`src/rtl/pipe_hazard_ctrl_if.sv`:
```
// ID-stage hazard bundle: decoded operand/destination info in,
// EX forwarding selects and pipeline stall/flush controls out.
interface pipe_hazard_ctrl_if;
    logic [4:0] IDrs;
    logic [4:0] IDrt;
    logic       IDuseRs;
    logic       IDuseRt;
    logic       IDaImm;
    logic       IDbImm;
    logic       IDwreg;
    logic       IDm2reg;
    logic       IDwmem;
    logic [4:0] IDwn;
    logic       EXjumpTaken;
    logic [1:0] IDselectAlua;
    logic [1:0] IDselectAlub;
    logic [1:0] IDisStoreHazards;
    logic       stall;
    logic       bubble;
    logic       flush;

    modport master (
        output IDrs, IDrt, IDuseRs, IDuseRt,
        output IDaImm, IDbImm, IDwreg, IDm2reg,
        output IDwmem, IDwn, EXjumpTaken,
        input  IDselectAlua, IDselectAlub,
        input  IDisStoreHazards,
        input  stall, bubble, flush
    );

    modport slave (
        input  IDrs, IDrt, IDuseRs, IDuseRt,
        input  IDaImm, IDbImm, IDwreg, IDm2reg,
        input  IDwmem, IDwn, EXjumpTaken,
        output IDselectAlua, IDselectAlub,
        output IDisStoreHazards,
        output stall, bubble, flush
    );
endinterface

```
`src/rtl/pipe_hazard_ctrl.sv`:
```
// Forwarding and hazard controller for the 5-stage pipeline.
// Tracks EX/MEM destination info and drives forward selects and stalls.
module pipe_hazard_ctrl #(
    parameter int CNT_W = 32
) (
    input  logic             clk,
    input  logic             clrn,
    pipe_hazard_ctrl_if.slave hz,
    output logic [CNT_W-1:0] stallCount,
    output logic [CNT_W-1:0] fwdCount
);

    localparam logic [CNT_W-1:0] CNT_ONE = CNT_W'(1);

    logic [4:0] exWn;
    logic       exWreg;
    logic       exM2reg;
    logic [4:0] memWn;
    logic       memWreg;
    logic       memM2reg;

    logic exHitRs;
    logic exHitRt;
    logic memHitRs;
    logic memHitRt;
    logic loadUse;
    logic anyFwd;
    logic stallCntSat;
    logic fwdCntSat;

    // Register 0 is hardwired, so it never counts as a match
    always_comb begin
        exHitRs  = exWreg && (exWn != 5'd0) && (exWn == hz.IDrs);
        exHitRt  = exWreg && (exWn != 5'd0) && (exWn == hz.IDrt);
        memHitRs = memWreg && (memWn != 5'd0) && (memWn == hz.IDrs);
        memHitRt = memWreg && (memWn != 5'd0) && (memWn == hz.IDrt);
    end

    always_comb begin
        hz.IDselectAlua = 2'd0;
        if (hz.IDaImm)
            hz.IDselectAlua = 2'd1;
        else if (exHitRs && !exM2reg)
            hz.IDselectAlua = 2'd2;
        else if (memHitRs)
            hz.IDselectAlua = 2'd3;
    end

    always_comb begin
        hz.IDselectAlub = 2'd0;
        if (hz.IDbImm)
            hz.IDselectAlub = 2'd1;
        else if (exHitRt && !exM2reg)
            hz.IDselectAlub = 2'd2;
        else if (memHitRt)
            hz.IDselectAlub = 2'd3;
    end

    always_comb begin
        hz.IDisStoreHazards = 2'd0;
        if (hz.IDwmem) begin
            if (exHitRt && !exM2reg)
                hz.IDisStoreHazards = 2'd1;
            else if (memHitRt)
                hz.IDisStoreHazards = 2'd2;
        end
    end

    // A load in EX has no data yet; the consumer waits one cycle
    always_comb begin
        loadUse = exWreg && exM2reg && (exWn != 5'd0) &&
                  ((hz.IDuseRs && (exWn == hz.IDrs)) ||
                   (hz.IDuseRt && (exWn == hz.IDrt)));
    end

    always_comb begin
        hz.stall  = 1'b0;
        hz.bubble = 1'b0;
        hz.flush  = 1'b0;
        if (hz.EXjumpTaken) begin
            hz.flush  = 1'b1;
            hz.bubble = 1'b1;
        end else begin
            hz.stall  = loadUse;
            hz.bubble = loadUse;
        end
    end

    always_comb begin
        anyFwd = !hz.bubble &&
                 (hz.IDselectAlua[1] ||
                  hz.IDselectAlub[1] ||
                  (hz.IDisStoreHazards != 2'd0));
        stallCntSat = &stallCount;
        fwdCntSat   = &fwdCount;
    end

    always_ff @(posedge clk) begin
        if (!clrn) begin
            exWn     <= 5'd0;
            exWreg   <= 1'b0;
            exM2reg  <= 1'b0;
            memWn    <= 5'd0;
            memWreg  <= 1'b0;
            memM2reg <= 1'b0;
        end else begin
            memWn    <= exWn;
            memWreg  <= exWreg;
            memM2reg <= exM2reg;
            if (hz.bubble) begin
                exWn    <= 5'd0;
                exWreg  <= 1'b0;
                exM2reg <= 1'b0;
            end else begin
                exWn    <= hz.IDwn;
                exWreg  <= hz.IDwreg;
                exM2reg <= hz.IDm2reg;
            end
        end
    end

    always_ff @(posedge clk) begin
        if (!clrn) begin
            stallCount <= '0;
            fwdCount   <= '0;
        end else begin
            if (hz.stall && !stallCntSat)
                stallCount <= stallCount + CNT_ONE;
            if (anyFwd && !fwdCntSat)
                fwdCount <= fwdCount + CNT_ONE;
        end
    end

endmodule

```
`src/flat_wrapper.sv`:
```
// flat-port wrapper written by rule: the top's interface ports become plain ports
module pipe_hazard_ctrl_flat 
#(
    parameter int CNT_W = 32
)
  (clk, clrn, stallCount, fwdCount, hz_IDrs, hz_IDrt, hz_IDuseRs, hz_IDuseRt, hz_IDaImm, hz_IDbImm, hz_IDwreg, hz_IDm2reg, hz_IDwmem, hz_IDwn, hz_EXjumpTaken, hz_IDselectAlua, hz_IDselectAlub, hz_IDisStoreHazards, hz_stall, hz_bubble, hz_flush);
  pipe_hazard_ctrl_if hz_i ();
  input  logic clk;
  input  logic clrn;
  output logic [CNT_W-1:0] stallCount;
  output logic [CNT_W-1:0] fwdCount;
  input wire logic [$bits(hz_i.IDrs)-1:0] hz_IDrs;
  input wire logic [$bits(hz_i.IDrt)-1:0] hz_IDrt;
  input wire logic [$bits(hz_i.IDuseRs)-1:0] hz_IDuseRs;
  input wire logic [$bits(hz_i.IDuseRt)-1:0] hz_IDuseRt;
  input wire logic [$bits(hz_i.IDaImm)-1:0] hz_IDaImm;
  input wire logic [$bits(hz_i.IDbImm)-1:0] hz_IDbImm;
  input wire logic [$bits(hz_i.IDwreg)-1:0] hz_IDwreg;
  input wire logic [$bits(hz_i.IDm2reg)-1:0] hz_IDm2reg;
  input wire logic [$bits(hz_i.IDwmem)-1:0] hz_IDwmem;
  input wire logic [$bits(hz_i.IDwn)-1:0] hz_IDwn;
  input wire logic [$bits(hz_i.EXjumpTaken)-1:0] hz_EXjumpTaken;
  output wire logic [$bits(hz_i.IDselectAlua)-1:0] hz_IDselectAlua;
  output wire logic [$bits(hz_i.IDselectAlub)-1:0] hz_IDselectAlub;
  output wire logic [$bits(hz_i.IDisStoreHazards)-1:0] hz_IDisStoreHazards;
  output wire logic [$bits(hz_i.stall)-1:0] hz_stall;
  output wire logic [$bits(hz_i.bubble)-1:0] hz_bubble;
  output wire logic [$bits(hz_i.flush)-1:0] hz_flush;
  assign hz_i.IDrs = hz_IDrs;
  assign hz_i.IDrt = hz_IDrt;
  assign hz_i.IDuseRs = hz_IDuseRs;
  assign hz_i.IDuseRt = hz_IDuseRt;
  assign hz_i.IDaImm = hz_IDaImm;
  assign hz_i.IDbImm = hz_IDbImm;
  assign hz_i.IDwreg = hz_IDwreg;
  assign hz_i.IDm2reg = hz_IDm2reg;
  assign hz_i.IDwmem = hz_IDwmem;
  assign hz_i.IDwn = hz_IDwn;
  assign hz_i.EXjumpTaken = hz_EXjumpTaken;
  assign hz_IDselectAlua = hz_i.IDselectAlua;
  assign hz_IDselectAlub = hz_i.IDselectAlub;
  assign hz_IDisStoreHazards = hz_i.IDisStoreHazards;
  assign hz_stall = hz_i.stall;
  assign hz_bubble = hz_i.bubble;
  assign hz_flush = hz_i.flush;
  pipe_hazard_ctrl #(.CNT_W(CNT_W)) u_core (.clk(clk), .clrn(clrn), .hz(hz_i), .stallCount(stallCount), .fwdCount(fwdCount));
endmodule
```
`config.mk`:
```
export PLATFORM = sky130hd
export DESIGN_NAME = pipe_hazard_ctrl_flat
export DESIGN_NICKNAME = d
export VERILOG_FILES = /design/src/rtl/pipe_hazard_ctrl_if.sv /design/src/rtl/pipe_hazard_ctrl.sv /design/src/flat_wrapper.sv
export SDC_FILE = /design/constraint.sdc
export NUM_CORES = 1
export LEC_CHECK = 0
export CAP_MARGIN = 20
export CORE_ASPECT_RATIO = 0.8
export CORE_MARGIN = 2
export CORE_UTILIZATION = 49
export DETAILED_ROUTE_END_ITERATION = 12
export PLACE_DENSITY = 0.85
export SLEW_MARGIN = 20
export SYNTH_ARGS = -nofsm -noshare
export SYNTH_HDL_FRONTEND = slang
export SYNTH_SLANG_ARGS = --single-unit
```
`constraint.sdc`:
```
create_clock -name clk -period 2.9 [get_ports clk]
set_input_delay 0.58 -clock clk [delete_from_list [all_inputs] [get_ports clk]]
set_output_delay 0.58 -clock clk [all_outputs]
set_load 0.005 [all_outputs]
```
==> results.json, run 1 <==
{
  "outcome": "finished, violations left",
  "violations": "setup timing",
  "timing.critical_path.arrival_ps": 2380,
  "design_area_mm2": 0.005510,
  "dieHeight_um": 84.02,
  "detailedRoute.firstIterationViolations": 201,
  "num-fill-cells": 623,
  "gpl.final_weighted_congestion": 0.9825,
  "clock.fmax_mhz": 337.8,
  "die-area_mm2": 0.008739,
  "synth_top_flop_cell": "sky130_fd_sc_hd__dfxtp_1",
  "netlist.top_cell.by_area": "sky130_fd_sc_hd__dfxtp_1",
  "post_cts_hold_buffer_count": 0,
  "initial_core_util_pct": 50.03,
  "areaGrowthSynthToFinish_pct": 40.52,
  "setup-tns-final_ps": -60.03,
  "setup_slack_ps": -60.03,
  "ratio_of_cells_with_drive_above_1_in_the_final_layout_pct": 10.63,
  "postPlaceCellArea_mm2": 0.005144,
  "max_slew.worst_pin.slew_ps": 705.6,
  "whs_ps": 485.6,
  "first_pass_grt_wire_length_um": 18840,
  "vdd_ir_drop_max_mv": 0.2751,
  "wirelength_um": 11430,
  "path_clk_slew_ps": 80,
  "antenna_cells": 0,
  "worst-r2r-setup-slack_ps": 140,
  "synth-edff-count": 0,
  "netlist_area_mm2": 0.003921,
  "fin_nets": 624,
  "worstHoldPathCells": 2,
  "startpoint": "hz_IDrs[3]",
  "kind_of_start_point_of_the_critical_path": "input pin",
  "total_power_mw": 2.262,
  "cap_viol_max_count": 0,
  "timing.final.crit_period_ps": 2960,
  "drtPass1Iterations": 5,
  "rsz0062_at_grt": "yes",
  "postLayoutCoreUtil_pct": 70.31,
  "synth_seq_area_share_pct": 39.31,
  "endpoint": "hz_bubble",
  "yosys_warnings": 0,
  "global_route.overflow_total": 0,
  "chipWidth_um": 104.0,
  "grt_start_max_net_pins": 49,
  "synthDominantCellAreaShare_pct": 39.31,
  "route.detailed.wl_per_inst_um": 16.10,
  "max_slew_violations": 0,
  "tritoncts": "built",
  "cts-root-to-sink-buffers": 2,
  "timing.hold.worst.class": "reg2reg",
  "worst_reg_to_reg_cells": 10,
  "regToRegStartpoint": "u_core.exWn[2]",
  "max_slew_margin_pct": 52.96,
  "routed-via-count": 4221,
  "mappedNetlistNets": 506,
  "place.port_buffers": 97,
  "core_region_area_mm2": 0.007838,
  "skew_ps": 10.94,
  "synth-seq-cells": 77,
  "placement_rows": 29,
  "drc_errors": 0,
  "antenna_violating_nets_post_route": 0,
  "htree_num_levels": 3,
  "synth_commonest_cells": "77 x sky130_fd_sc_hd__dfxtp_1, 39 x sky130_fd_sc_hd__nand2_1, 36 x sky130_fd_sc_hd__a21oi_1",
  "cts.root.buffer_cell": "sky130_fd_sc_hd__clkbuf_8",
  "syn_inst": 479,
  "grt_pass1_vias": 3831,
  "grt_antenna_before_repair": 0,
  "avgSynthCellArea_um2": 8.186,
  "final-hold-violation-count": 0,
  "number_of_i_o_pins": 98,
  "final_cycle_utilization_of_the_critical_path_pct": 102.1,
  "crit_type": "in2out",
  "setup_viol": 1,
  "synth_most_common_cell": "sky130_fd_sc_hd__dfxtp_1",
  "crit_required_ps": 2320,
  "clock_insertion_delay_at_the_later_pin_of_the_skew_report_ps": 340,
  "tritoncts_num_sinks": 77,
  "critical_path_peak_fanout": 8,
  "grt_use_total_pct": 25.89,
  "synth_cell_type_count": 50,
  "synth-async-reset-ratio_pct": 0,
  "detailedPlacementHpwl_um": 7958,
  "avgViaCountPerCell": 5.945,
  "static_leakage_nw": 1.920,
  "power_per_cell_area_mw_per_mm2": 410.4,
  "worstReg2RegEnd": "u_core.fwdCount[13]",
  "worst_setup_path_end_kind": "primary output",
  "cts_inserted_buffers": 9,
  "cells_taking_the_most_area_after_synthesis": "sky130_fd_sc_hd__dfxtp_1 39%, sky130_fd_sc_hd__a21oi_1 4.6%, sky130_fd_sc_hd__or3_1 4.5%, sky130_fd_sc_hd__nand4_1 4.1%, sky130_fd_sc_hd__nand2_1 3.7%"
}
## through the flow
| step | worst slack [ps] | instances |
|---|---|---|
| 4_1_cts | -41.23 | 708 |
| 5_1_grt | -124.9 | 710 |
| 6_report | -60.03 | 710 |
| 3_5_place_dp | -387.0 | 690 |
| 3_3_place_gp | -286.3 | 690 |
| 2_1_floorplan | 364.1 | 479 |
## how the worst min path moves through the flow
stage | slack (ps) | end | startpoint
floorplan | 430 | u_core.memWreg | u_core.exWreg
global placement | 440 | u_core.memWreg | u_core.exWreg
detailed placement | 480 | u_core.memWreg | u_core.exWreg
CTS | 490 | u_core.fwdCount[17] | u_core.fwdCount[17]
global route | 530 | u_core.memWreg | u_core.exWreg
finish | 490 | u_core.fwdCount[17] | u_core.fwdCount[17]
## critical path, cell delays in order
cell                              delay, ps
sky130_fd_sc_hd__dlygate4sd2_1          260
sky130_fd_sc_hd__buf_4                  150
sky130_fd_sc_hd__xnor2_1                180
sky130_fd_sc_hd__o2111a_1               250
sky130_fd_sc_hd__nand3_2                120
sky130_fd_sc_hd__a21oi_4                210
sky130_fd_sc_hd__nor2_4                  80
sky130_fd_sc_hd__inv_1                   60
sky130_fd_sc_hd__clkdlybuf4s50_1        490
## sequential cells by signal, indices dropped and copies added, names as in the netlist
name,count
u_core.exM2reg,1
u_core.exWn,5
u_core.exWreg,1
u_core.fwdCount,32
u_core.memWn,5
u_core.memWreg,1
u_core.stallCount,32
## layer usage
metal / wire length [um] / GRT usage [%] / up-vias
li1: - / - / 2018
met1: 5141 / 34.51 / 2003
met2: 5430 / 42.46 / 172
met3: 641 / 5.230 / 28
met4: 216 / 7.862 / 0
met5: 0 / 0 / -
## where the power goes
part           switching, mW  internal [mW]
sequential           0.00701           1.06
clock                  0.391          0.683
combinational         0.0610         0.0582
total                  0.459           1.80
## timing repair
action | CTS | global route
pin swaps | 8 | 2
endpoints found under the setup margin | 10 | 7
setup buffers | 2 | 2
hold endpoints to repair | 0 | 0
resized for setup | 22 | 9
## cells by family (layout without fill, tap and decap cells)
family	Yosys count	count (layout)	share of synthesized area (%)
and+or+nand+nor	227	227	31.81
AOI/OAI and AO/OA	102	102	16.15
DFF	77	77	39.31
buffers and inverters	35	158	3.765
xor gates and xnor gates	27	27	6.031
muxes	9	9	2.297
adders and majority gates	2	2	0.6381
## final cells by class
class	count	area (um2)	area share [%]
clock buffers	10	137.6	2.498
clock inverters	6	133.9	2.430
inverters	15	56.30	1.022
multi-input cells	367	2292	41.60
flip-flops and latches	77	1548	28.09
well taps	108	135.1	2.452
repair buffers	127	1207	21.91
## cells in the final DEF, fill, tap and decap left out, drive strengths merged, types with 9 or more instances in the layout
| master | count |
|---|---|
| a21oi | 36 |
| and2 | 10 |
| and3 | 11 |
| buf | 30 |
| clkbuf | 10 |
| clkdlybuf4s50 | 81 |
| dfxtp | 77 |
| dlygate4sd2 | 11 |
| inv | 15 |
| mux2i | 9 |
| nand2 | 39 |
| nand2b | 16 |
| nand3 | 28 |
| nand4 | 26 |
| nor2 | 26 |
| nor3 | 12 |
| nor4 | 10 |
| o21ai | 26 |
| o31ai | 14 |
| or3 | 28 |
| or4 | 13 |
| xnor2 | 12 |
| xor2 | 15 |
No activity file was read; power rests on OpenSTA's default activity.
==> inputs of run 2 (changes only) <==
--- a/config.mk
+++ b/config.mk
@@ -11,6 +11,7 @@
 export CORE_UTILIZATION = 49
 export DETAILED_ROUTE_END_ITERATION = 12
 export PLACE_DENSITY = 0.85
+export REMOVE_ABC_BUFFERS = 1
 export SLEW_MARGIN = 20
 export SYNTH_ARGS = -nofsm -noshare
 export SYNTH_HDL_FRONTEND = slang
==> run 2 against run 1 <==
  * The flow now finishes without violations
  * Critical path depth shrank 3
  * Combinational power is 8% lower
  * Cell area fell by 1.4%
  * Clock skew down 1.1 ps
  * Sequential cell count unchanged
  * Register-to-register slack gained 80 ps
  * Cell count shrank 0.14%
  * Worst hold slack worse by 12 ps
  * Via count shrank 0.76%
  * Sequential share of layout area increased by 0.39 points
  * Critical path type unchanged
  * Critical endpoint is now hz_stall
  * Largest cell class unchanged
==> results.json, run 2 (synthesis results as in run 1) <==
{
  "outcome": "finished clean",
  "worst_reg_to_reg_cells": 9,
  "fin_nets": 623,
  "die-area_mm2": 0.008739,
  "combPwrFrac_pct": 4.9,
  "ratio_of_cells_with_drive_above_1_in_the_final_layout_pct": 9.484,
  "final_cycle_utilization_of_the_critical_path_pct": 97.79,
  "startpoint": "hz_IDrs[2]",
  "endpoint": "hz_stall",
  "final_common_cell": "sky130_fd_sc_hd__clkdlybuf4s50_1",
  "crit_family": "buffers and inverters",
  "global_route.overflow_total": 0,
  "tritoncts": "built",
  "wirelength_um": 10860,
  "routed-via-count": 4189,
  "power.share.switching_pct": 20.50,
  "detailedRoute.firstIterationViolations": 185,
  "max_slew.worst_pin.slew_ps": 702.6,
  "worst-r2r-setup-slack_ps": 220,
  "setup_viol": 0,
  "avgViaCountPerCell": 5.908,
  "areaGrowthSynthToFinish_pct": 38.58,
  "antenna_violating_nets_post_route": 0,
  "postPlaceCellArea_mm2": 0.005136,
  "crit_type": "in2out",
  "worst-path-stages": 6,
  "max_slew_violations": 0,
  "timing.critical_path.arrival_ps": 2260,
  "placement_rows": 29,
  "core_region_area_mm2": 0.007838,
  "dpl_worst_slack_ps": -324.7,
  "cts.root.buffer_cell": "sky130_fd_sc_hd__clkbuf_8",
  "timing.hold.worst.class": "reg2reg",
  "cellInternalPower_mw": 1.760,
  "cap_viol_max_count": 0,
  "cts-root-to-sink-buffers": 2,
  "cp.buffers_inverters": 2,
  "htree_num_levels": 3,
  "number_of_i_o_pins": 98,
  "dieHeight_um": 84.02,
  "chipWidth_um": 104.0,
  "clock_power_share_pct": 46.8,
  "final-hold-violation-count": 0,
  "grt_start_max_net_pins": 49,
  "path_clk_slew_ps": 70,
  "worst_setup_path_end_kind": "primary output",
  "p_switching_mw": 0.4536,
  "grt_antenna_before_repair": 0,
  "tritoncts_num_sinks": 77,
  "postLayoutCoreUtil_pct": 69.33,
  "setup_slack_ps": 64.05,
  "route.detailed.wl_per_inst_um": 15.32,
  "first_pass_grt_wire_length_um": 18020,
  "total_power_mw": 2.213,
  "initial_core_util_pct": 50.03,
  "regToRegStartpoint": "u_core.memWn[2]",
  "design_area_mm2": 0.005434,
  "seq_pwr_share_pct": 48.3,
  "clock_insertion_delay_at_the_later_pin_of_the_skew_report_ps": 350,
  "num-fill-cells": 649,
  "antenna_cells": 0,
  "rsz0062_at_grt": "yes",
  "whs_ps": 473.7,
  "max_slew_margin_pct": 53.16,
  "critPathSlowestCell": "sky130_fd_sc_hd__clkdlybuf4s50_1",
  "place.port_buffers": 97,
  "drc_errors": 0,
  "crit_required_ps": 2320,
  "layout_common_cells": "80 x sky130_fd_sc_hd__clkdlybuf4s50_1, 74 x sky130_fd_sc_hd__dfxtp_1, 39 x sky130_fd_sc_hd__nand2_1, 35 x sky130_fd_sc_hd__a21oi_1",
  "skew_ps": 9.854,
  "top_registers": "u_core.fwdCount (32), u_core.stallCount (32)",
  "drtPass1Iterations": 4,
  "detailedPlacementHpwl_um": 7546,
  "cts_inserted_buffers": 9,
  "grt_use_total_pct": 24.62,
  "grt_pass1_vias": 3970,
  "vdd_ir_drop_max_mv": 0.2794,
  "gpl.final_weighted_congestion": 0.8684,
  "kind_of_start_point_of_the_critical_path": "input pin",
  "list_of_cells_traversed_by_the_critical_path": "dlygate4sd2_1 -> xnor2_1 -> o2111a_1 -> nand3_1 -> a211oi_2 -> clkdlybuf4s50_1",
  "multiInputGateArea_mm2": 0.002252,
  "clock.fmax_mhz": 352.6,
  "seq_area_mm2": 0.001548,
  "maximum_cell_stage_delay_along_the_critical_path_ps": 540,
  "timing.final.crit_period_ps": 2836,
  "critical_path_peak_fanout": 2,
  "static_leakage_nw": 1.848,
  "power_per_cell_area_mw_per_mm2": 407.3,
  "worstReg2RegEnd": "u_core.fwdCount[15]"
}
## run 2: cell types whose count changed in the layout (fill, tap and decap cells not counted), sizes merged
| cell | before | now |
|---|---|---|
| bufinv | 4 | 3 |
| buf | 30 | 29 |
| clkinv | 2 | 0 |
| dlymetal6s2s | 5 | 1 |
| clkbuf | 10 | 13 |
| clkdlybuf4s50 | 81 | 80 |
| dlygate4sd2 | 11 | 16 |
## run 2: layer usage
layer  vias to the layer above  wire (um)  global-route usage [%]
met5                         -          0                       0
met4                         0        138                   8.968
met3                        16        642                   5.543
met2                       153       5302                   41.63
met1                      2016       4778                   30.84
li1                       2004          -                       -
## run 2: metrics by stage
step	std cells	TNS [ps]
global placement	689	-8469
floorplan	459	-1852
CTS	708	0
detailed placement	689	-10560
global route	709	-30.52
finish	709	0
## run 2: how the worst min path moves through the flow
stage / startpoint / to / slack (ps) / cells past startpoint
after floorplan: u_core.exWreg / u_core.memWreg / 430 / 1
after global placement: u_core.exWreg / u_core.memWreg / 450 / 1
after detailed placement: u_core.exWreg / u_core.memWreg / 450 / 1
after CTS: u_core.exWreg / u_core.memWreg / 470 / 1
after global routing: u_core.exWreg / u_core.memWreg / 500 / 1
final: u_core.exWreg / u_core.memWreg / 470 / 1
## run 2: power by group through the flow
stage | clock network (mW) | logic (mW) | registers, mW
6_report | 1.04 | 0.109 | 1.07
5_1_grt | 1.08 | 0.120 | 1.07
4_1_cts | 1.05 | 0.108 | 1.07
3_5_place_dp | 0 | 0.111 | 1.09
3_3_place_gp | 0 | 0.107 | 1.09
2_1_floorplan | 0 | 0.0417 | 1.09
## run 2: final cells by class
class                   count  share of cell area [%]
clock inverters             3                   1.658
well taps                 108                   2.487
multi-input cells         367                   41.45
inverters                  15                   1.036
clock buffers              13                   3.108
flip-flops and latches     77                   28.48
repair buffers            126                   21.78
## run 2: repair_timing
item,4_1_cts,5_1_grt
hold buffers,0,0
setup endpoints to repair,8,2
gates resized for setup,22,3
setup buffers,3,1
endpoints found under the hold margin,0,0
pin swaps,7,3
==> inputs of run 3 (changes only) <==
==> constraint.sdc (replaced) <==
create_clock -name clk -period 2.9 [get_ports clk]
set_input_delay 0.58 -clock clk [delete_from_list [all_inputs] [get_ports clk]]
set_output_delay 0.58 -clock clk [all_outputs]
set_load 0.02 [all_outputs]
==> run 3 against run 2 <==
  * Utilization decreased by 0.69 points
  * Clock skew is essentially flat
  * Via count decreased by 2.1%
  * Fmax increased by 0.83%
  * Sequential power is essentially flat
  * Global-route usage decreased by 0.075 points
  * Power is 1.7% lower
  * Cell count decreased by 0.99%
  * Count of clock-buffer cells in the layout fell by 2
  * Die area is the same
  * Cell area down 0.99%
  * Register-to-register slack improved by 80 ps
==> results.json, run 3 (synthesis results as in run 1) <==
{
  "outcome": "finished clean",
  "cap_viol_max_count": 0,
  "power_per_cell_area_mw_per_mm2": 404.5,
  "top_registers": "u_core.fwdCount (32), u_core.stallCount (32)",
  "setup_slack_ps": 87.30,
  "grt_use_total_pct": 24.54,
  "met2_routed_wirelength_um": 5175,
  "static_leakage_nw": 1.814,
  "drtPass1Iterations": 5,
  "vdd_ir_drop_max_mv": 0.3039,
  "number_of_i_o_pins": 98,
  "timing.critical_path.arrival_ps": 2230,
  "grt_pass1_vias": 3873,
  "chipWidth_um": 104.0,
  "drc_errors": 0,
  "max_slew_margin_pct": 53.70,
  "setup_viol": 0,
  "worst_setup_path_end_kind": "primary output",
  "grt_start_max_net_pins": 49,
  "max_slew.worst_pin.slew_ps": 694.5,
  "met1_length_um": 4874,
  "areaGrowthSynthToFinish_pct": 37.20,
  "crit_required_ps": 2320,
  "cp.buffers_inverters": 1,
  "list_of_cells_traversed_by_the_critical_path": "or4_1 -> o21a_1 -> and4b_2 -> nand2b_1 -> nor2_1 -> clkdlybuf4s15_1",
  "grt_antenna_before_repair": 0,
  "maximum_cell_stage_delay_along_the_critical_path_ps": 520,
  "whs_ps": 490.7,
  "placement_rows": 29,
  "wirelength_um": 10790,
  "multiInputGateArea_mm2": 0.002253,
  "crit_type": "reg2out",
  "detailedPlacementHpwl_um": 7587,
  "kind_of_start_point_of_the_critical_path": "register",
  "clock_insertion_delay_at_the_later_pin_of_the_skew_report_ps": 350,
  "critPathSlowestCell": "sky130_fd_sc_hd__or4_1",
  "timing.final.crit_period_ps": 2813,
  "layout_common_cells": "85 x sky130_fd_sc_hd__clkdlybuf4s50_1, 77 x sky130_fd_sc_hd__dfxtp_1, 39 x sky130_fd_sc_hd__nand2_1, 35 x sky130_fd_sc_hd__a21oi_1",
  "num-fill-cells": 658,
  "max_slew_violations": 0,
  "timing.hold.worst.class": "reg2reg",
  "tritoncts": "built",
  "htree_num_levels": 3,
  "final-hold-violation-count": 0,
  "dr.max_layer_used": "met4",
  "postLayoutCoreUtil_pct": 68.65,
  "met3RoutedLength_um": 574,
  "cts_inserted_buffers": 9,
  "cts.root.buffer_cell": "sky130_fd_sc_hd__clkbuf_8",
  "tritoncts_num_sinks": 77,
  "avgViaCountPerCell": 5.845,
  "route.detailed.wl_per_inst_um": 15.36,
  "cts-root-to-sink-buffers": 2,
  "worst-r2r-setup-slack_ps": 300,
  "die-area_mm2": 0.008739,
  "seq_area_mm2": 0.001541,
  "gpl.final_weighted_congestion": 0.8803,
  "critical_path_peak_fanout": 4,
  "dieHeight_um": 84.02,
  "path_clk_slew_ps": 70,
  "final_common_cell": "sky130_fd_sc_hd__clkdlybuf4s50_1",
  "rsz0062_at_grt": "no",
  "ratio_of_cells_with_drive_above_1_in_the_final_layout_pct": 8.754,
  "antenna_violating_nets_post_route": 0,
  "final_cycle_utilization_of_the_critical_path_pct": 96.99,
  "routed-via-count": 4103,
  "clock.fmax_mhz": 355.5,
  "skew_ps": 9.439,
  "core_region_area_mm2": 0.007838,
  "crit_family": "simple AND/OR/NAND/NOR gates",
  "dpl_worst_slack_ps": -362.9,
  "initial_core_util_pct": 50.03,
  "place.port_buffers": 97,
  "antenna_cells": 0,
  "detailedRoute.firstIterationViolations": 215,
  "fin_nets": 617,
  "first_pass_grt_wire_length_um": 17950,
  "global_route.overflow_total": 0
}
-- run 3: cell count changes in the layout (fill, tap and decap cells not counted), moves of 3 or more --
cell / delta
sky130_fd_sc_hd__buf_4: -6
sky130_fd_sc_hd__clkdlybuf4s50_1: +5
sky130_fd_sc_hd__dfxtp_1: +3
sky130_fd_sc_hd__dlygate4sd2_1: -13
sky130_fd_sc_hd__dlymetal6s2s_1: +3
-- run 3: stage by stage --
| step | area (um2) | TNS [ps] | power, mW | instances |
|---|---|---|---|---|
| after floorplan | 3830 | -11590 | 1.136 | 459 |
| after global placement | 5121 | -8761 | 1.204 | 687 |
| after detailed placement | 5121 | -13190 | 1.208 | 687 |
| after CTS | 5361 | -12.15 | 2.182 | 702 |
| after global routing | 5380 | 0 | 2.245 | 702 |
| final | 5380 | 0 | 2.176 | 702 |
-- run 3: tightest hold or removal path: stages, from the launching register on --
cell                      delay, ps
sky130_fd_sc_hd__dfxtp_1        330
sky130_fd_sc_hd__nand2_1         60
sky130_fd_sc_hd__mux2i_1         50
-- run 3: area by class of cell --
class                   instances  area share, %
clock inverters                 4          1.767
flip-flops and latches         77          28.65
inverters                      15          1.047
multi-input cells             367          41.88
repair buffers                120          21.33
well taps                     108          2.512
clock buffers                  11          2.814
-- run 3: worst paths after layout --
kind                                            start                      to  cells after the start
worst max-delay path                   u_core.exWn[2]  hz_IDisStoreHazards[1]                      6
worst min-delay path            u_core.stallCount[16]   u_core.stallCount[16]                      2
worst max register to register        u_core.memWn[0]     u_core.fwdCount[11]                      8
worst min register to register  u_core.stallCount[16]   u_core.stallCount[16]                      2
-- run 3: what timing repair did --
| action | 4_1_cts | 5_1_grt |
|---|---|---|
| pin swaps | 0 | 2 |
| gates resized for setup | 14 | 12 |
| hold buffers | 0 | 0 |
| setup endpoints to repair | 8 | 25 |
| buffers inserted | 0 | 0 |
-- run 3: per-layer routing --
metal / global-route usage, % / vias up
met5: 0 / -
met3: 6.635 / 16
met1: 31.30 / 1962
met4: 6.265 / 0
met2: 41.27 / 129
li1: - / 1996
-- run 3: power by group --
group	internal, mW	switching, mW	total [mW]
clock	0.613	0.379	0.992
sequential	1.06	0.00726	1.07
combinational	0.0572	0.0574	0.115
